$ cat config.mk
export PLATFORM = sky130hd
export DESIGN_NAME = priority_encoder_flat
export DESIGN_NICKNAME = d
export VERILOG_FILES = /design/src/rtl/priority_encoder_if.sv /design/src/rtl/priority_encoder.sv /design/src/flat_wrapper.sv
export SDC_FILE = /design/constraint.sdc
export NUM_CORES = 1
export LEC_CHECK = 0
export CAP_MARGIN = 20
export CORE_AREA = 3 3 40 42
export CTS_CLUSTER_DIAMETER = 150
export CTS_CLUSTER_SIZE = 24
export DETAILED_ROUTE_END_ITERATION = 7
export DIE_AREA = 0 0 43 45
export PLACE_DENSITY = 0.64
export SLEW_MARGIN = 15
export SYNTH_ARGS = -nofsm -noshare
export SYNTH_HDL_FRONTEND = slang
export SYNTH_SLANG_ARGS = --single-unit
$ cat constraint.sdc
create_clock -name clk -period 1.15 [get_ports clk]
set_input_delay 0.23 -clock clk [delete_from_list [all_inputs] [get_ports clk]]
set_output_delay 0.23 -clock clk [all_outputs]
set_load 0.005 [all_outputs]
$ cat src/rtl/priority_encoder_if.sv
// Request/result bundle for the priority encoder: request vector and enable in,
// registered index and valid flag out.
interface priority_encoder_if #(
  parameter int unsigned WIDTH = 16,
  parameter int unsigned OUT_W = 4
);
  logic             En;
  logic [WIDTH-1:0] p;
  logic [OUT_W-1:0] y;
  logic             VALID;

  modport master (output En, output p, input y, input VALID);
  modport slave  (input En, input p, output y, output VALID);
endinterface

$ cat src/rtl/priority_encoder.sv
// Highest-index-wins priority encoder with a single registered output stage.
// Result appears one cycle after p/En are sampled; synchronous active-high reset.
module priority_encoder #(
  parameter int unsigned WIDTH = 16,
  parameter int unsigned OUT_W = 4
) (
  input  logic                clk,
  input  logic                rst,
  priority_encoder_if.slave   bus
);

  logic [OUT_W-1:0] w_y;
  logic             w_valid;
  logic [OUT_W-1:0] r_y;
  logic             r_valid;

  // Ascending scan: later (higher) set bits overwrite lower ones.
  always_comb begin
    w_y     = '0;
    w_valid = 1'b0;
    if (bus.En) begin
      for (int i = 0; i < int'(WIDTH); i++) begin
        if (bus.p[i]) begin
          w_y     = OUT_W'(i);
          w_valid = 1'b1;
        end
      end
    end
  end

  always_ff @(posedge clk) begin
    if (rst) begin
      r_y     <= '0;
      r_valid <= 1'b0;
    end else begin
      r_y     <= w_y;
      r_valid <= w_valid;
    end
  end

  assign bus.y     = r_y;
  assign bus.VALID = r_valid;

endmodule

$ cat src/flat_wrapper.sv
// flat-port wrapper written by rule: the top's interface ports become plain ports
module priority_encoder_flat 
#(
  parameter int unsigned WIDTH = 16,
  parameter int unsigned OUT_W = 4
)
  (clk, rst, bus_En, bus_p, bus_y, bus_VALID);
  priority_encoder_if #(.WIDTH(WIDTH), .OUT_W(OUT_W)) bus_i ();
  input  logic clk;
  input  logic rst;
  input wire logic [$bits(bus_i.En)-1:0] bus_En;
  input wire logic [$bits(bus_i.p)-1:0] bus_p;
  output wire logic [$bits(bus_i.y)-1:0] bus_y;
  output wire logic [$bits(bus_i.VALID)-1:0] bus_VALID;
  assign bus_i.En = bus_En;
  assign bus_i.p = bus_p;
  assign bus_y = bus_i.y;
  assign bus_VALID = bus_i.VALID;
  priority_encoder #(.WIDTH(WIDTH), .OUT_W(OUT_W)) u_core (.clk(clk), .rst(rst), .bus(bus_i));
endmodule
### After elaboration in Yosys (flattened, before gate mapping)

Index checks and enable logic that the tools add are counted.

* bits in registers: 5
* bits in latches: 0
* memory bits (writable): 0
* bits in read-only memories: 0
* bits of input ports: 19
* output and inout bits: 5
* memories: 0

* add/sub/neg operators: 0
* multipliers: 0
* div/mod/pow operators: 0
* magnitude comparators: 0
* equality and inequality tests: 0
* shift-type cells: 0
* mux-type cells: 31
* bitwise logic cells: 1
* reduce and logical (&&, ||, !) cells: 1

Operator list (count)
* $mux 4: 8
* $mux 1: 17
* $mux 3: 4
* $mux 2: 2
* $reduce_or 2->1: 1
* $not 1->1: 1

### Longest topological paths before layout

* word-level depth: 16
* gate-level depth with buffers: 4

### Worst setup path before layout

OpenSTA, ideal clock, no wires.

* kind: input to register
* from: input bus_p[8]
* to: register u_core.r_valid (netlist: u_core.bus.VALID)
* library setup time: 0.141 ns
* arrival: 0.758 ns
* required time: 1.009 ns
* setup slack: 0.250 ns
* stages on the path: 3
* buffers on the path: 0
* cell sequence: nor4_2 and2_1 a41oi_1

* cells in the longest elaborated chain, start to end: 8

RTL lines
* start: declaration: line flat_wrapper.sv:12 `input wire logic [$bits(bus_i.p)-1:0] bus_p;`
* $mux 1 (8 in series): line priority_encoder.sv:23 `if (bus.p[i]) begin`
* end signal: assignment: line priority_encoder.sv:37 `r_valid <= w_valid;`
* end: declaration: line priority_encoder.sv:15 `logic r_valid;`

Every way passes these cells.
A chain may end at the register's enable or synchronous reset.

### Worst setup path after layout

* from: input bus_p[2]
* to: register u_core.r_y[1] (netlist: u_core.bus.y[1])

* cells in the longest elaborated chain, start to end: 14

RTL lines
* $mux 2 (2 in series): line priority_encoder.sv:23
* $mux 3 (4 in series): line priority_encoder.sv:23
* $mux 4 (8 in series): line priority_encoder.sv:23
* end signal: assignment: line priority_encoder.sv:36 `r_y <= w_y;`
* end: declaration: line priority_encoder.sv:14 `logic [OUT_W-1:0] r_y;`

Every way passes these cells.

==> impl_metrics.json <==
{
  "maxClockFrequency_mhz": 914,
  "grt_max_degree": 6,
  "slew_violations": 0,
  "remaining_drc_errors": 0,
  "synth_seq_cells": 5,
  "grt_pass1_wl_um": 1410,
  "path_max_fanout": 2,
  "critPathArrivalTime_ns": 1.22,
  "synth_cells": 35,
  "synth_area_leaders": "dfxtp_1, nor2_1, nor4_2, a21oi_1, nand2b_1",
  "endpoint_kind": "register",
  "p_per_area_nw_per_um2": 828,
  "seq_area_sq_um": 100,
  "final_cell_mix": "dlygate4sd2_1, clkdlybuf4s50_1, buf_4, nor2_1, dfxtp_1",
  "grt_remaining_overflow": 0,
  "worst_setup_path_start_kind": "input port",
  "syn_to_final_growth_pct": 133,
  "setup_viol": 0,
  "clk_pin_slew_ns": 0.04,
  "syn-num-nets": 54,
  "drt-wirelength-per-cell_um": 10.2,
  "cts_tree": "yes",
  "via_per_inst": 4.44,
  "numClockSinks": 5,
  "num_vias": 382,
  "cap_violations": 0,
  "seq_area_frac_synth_pct": 36.2,
  "yosys.area.top_type_share_pct": 36.2,
  "antenna_cells_inserted": 0,
  "layout_commonest_cell": "dlygate4sd2_1",
  "p_clk_share_pct": 37.6,
  "post-dp-hpwl_um": 692,
  "yosys_warnings": 0,
  "nNetsFinal": 91,
  "htree_levels": 1,
  "antenna_found_initial": 0,
  "crit_type": "input port to register",
  "fin_crit_ns": 1.09,
  "hold_viol_final": 0,
  "final_util_pct": 50.2,
  "multi_input_area_sq_um": 194,
  "rows": 13,
  "io-pin-count": 24,
  "synth_cell_type_count": 15,
  "slew_headroom_pct": 83.4,
  "nFillCells": 128,
  "die_w_um": 43,
  "port_buffers": 23,
  "syn_area_per_cell_sq_um": 7.90,
  "drtPass1Iterations": 3,
  "netlist_area_sq_um": 277,
  "yosysTopAreaCell": "dfxtp_1",
  "drt-initial-drc-count": 1,
  "internal_power_uw": 406,
  "cts-root-buf": "clkbuf_4",
  "switchingPower_uw": 128,
  "layout-drive-gt1-share_pct": 23.9,
  "track_usage_pct": 9.83,
  "place_congestion": 0.780,
  "hp-class": "input port to register",
  "peakVddDrop_v": 0.000265,
  "crit_required_ns": 1.28,
  "grt_pass1_vias": 360,
  "power_frac_seq_pct": 34.7,
  "cts_made_buffers": 3,
  "dieArea_sq_um": 1940,
  "combPwrFrac_pct": 27.7,
  "postRouteAntennaNets": 0,
  "initial_core_util_pct": 21.5,
  "postRouteWirelength_um": 876,
  "hold_buffers": 0,
  "core_sq_um": 1280,
  "dpl_cell_area_sq_um": 586,
  "cts_buffer_depth": 2,
  "stdcell_area_sq_um": 646,
  "fin_crit_sh_pct": 95.1,
  "die_h_um": 45,
  "status": "complete, no violations",
  "p_leak_uw": 0.000313,
  "worst_pin_slew_ns": 0.245,
  "swShare_pct": 24.0
}
[critical path, cell delays in order]
cell	delay, ns
clkdlybuf4s50_1	0.41
nor2_1	0.18
o311ai_1	0.11
a311oi_1	0.23
nor2_1	0.06
[registers in the layout, indices dropped and copies added (netlist names)]
signal,count
u_core.bus.VALID,1
u_core.bus.y,4
[cell usage after synthesis (all sizes together)]
master,number
nor2,7
dfxtp,5
a21oi,4
inv,3
nand2b,3
nor4,3
nor3,2
o21ai,2
a311oi,1
a41oi,1
and2,1
o22ai,1
o311a,1
o311ai,1
[metrics by stage]
stage	hold WS, ns	total power, uW	TNS (ns)	std cells	setup WS (ns)
floorplan	0.350	219	0	35	0.250
global placement	0.896	338	-1.17	81	-0.305
detailed placement	0.897	339	-1.23	81	-0.309
CTS	0.425	534	0	86	0.00765
global route	0.369	574	-0.00894	86	-0.00894
finish	0.339	534	0	86	0.0558
[power by group through the flow]
stage / Clock [uW] / Sequential (uW) / Combinational (uW)
final: 201 / 186 / 148
after floorplan: 0 / 191 / 27.5
after global placement: 0 / 189 / 149
after CTS: 208 / 186 / 140
after global routing: 225 / 187 / 162
after detailed placement: 0 / 189 / 150
[layer usage]
metal  global-route usage, %  routed length, um
met5                       0                  0
met4                    7.23                 15
met3                    2.39                 67
met2                    15.9                425
met1                    11.3                368
[cells by family (layout without fill, tap and decap cells)]
family / after synthesis / count (layout) / share of synthesized area (%)
DFF: 5 / 5 / 36.2
buffers and inverters: 3 / 39 / 4.07
and+or+nand+nor: 16 / 16 / 33.5
AOI/OAI and AO/OA: 11 / 11 / 26.2
[layout make-up]
type                            count  share of cell area (%)
Tap cell                           15                    2.91
Inverter                            3                    1.74
Timing Repair Buffer               32                    45.7
Sequential cell                     5                    15.5
Clock buffer                        4                    4.07
Multi-Input combinational cell     27                    30.0
[timing repair]
item / CTS / global route
buffers inserted: 1 / 0
pin swaps: 3 / 4
gates cloned: 0 / 0
gates resized for setup: 11 / 9
setup endpoints to repair: 7 / 4
[worst paths after layout]
kind | start | to | slack [ns] | cells after the start
setup / recovery | bus_p[2] | u_core.bus.y[1]$_SDFF_PP0_ | 0.06 | 5
hold / removal | bus_p[14] | u_core.bus.y[2]$_SDFF_PP0_ | 0.34 | 3
Note: power is estimated with default switching activity, not from simulation.
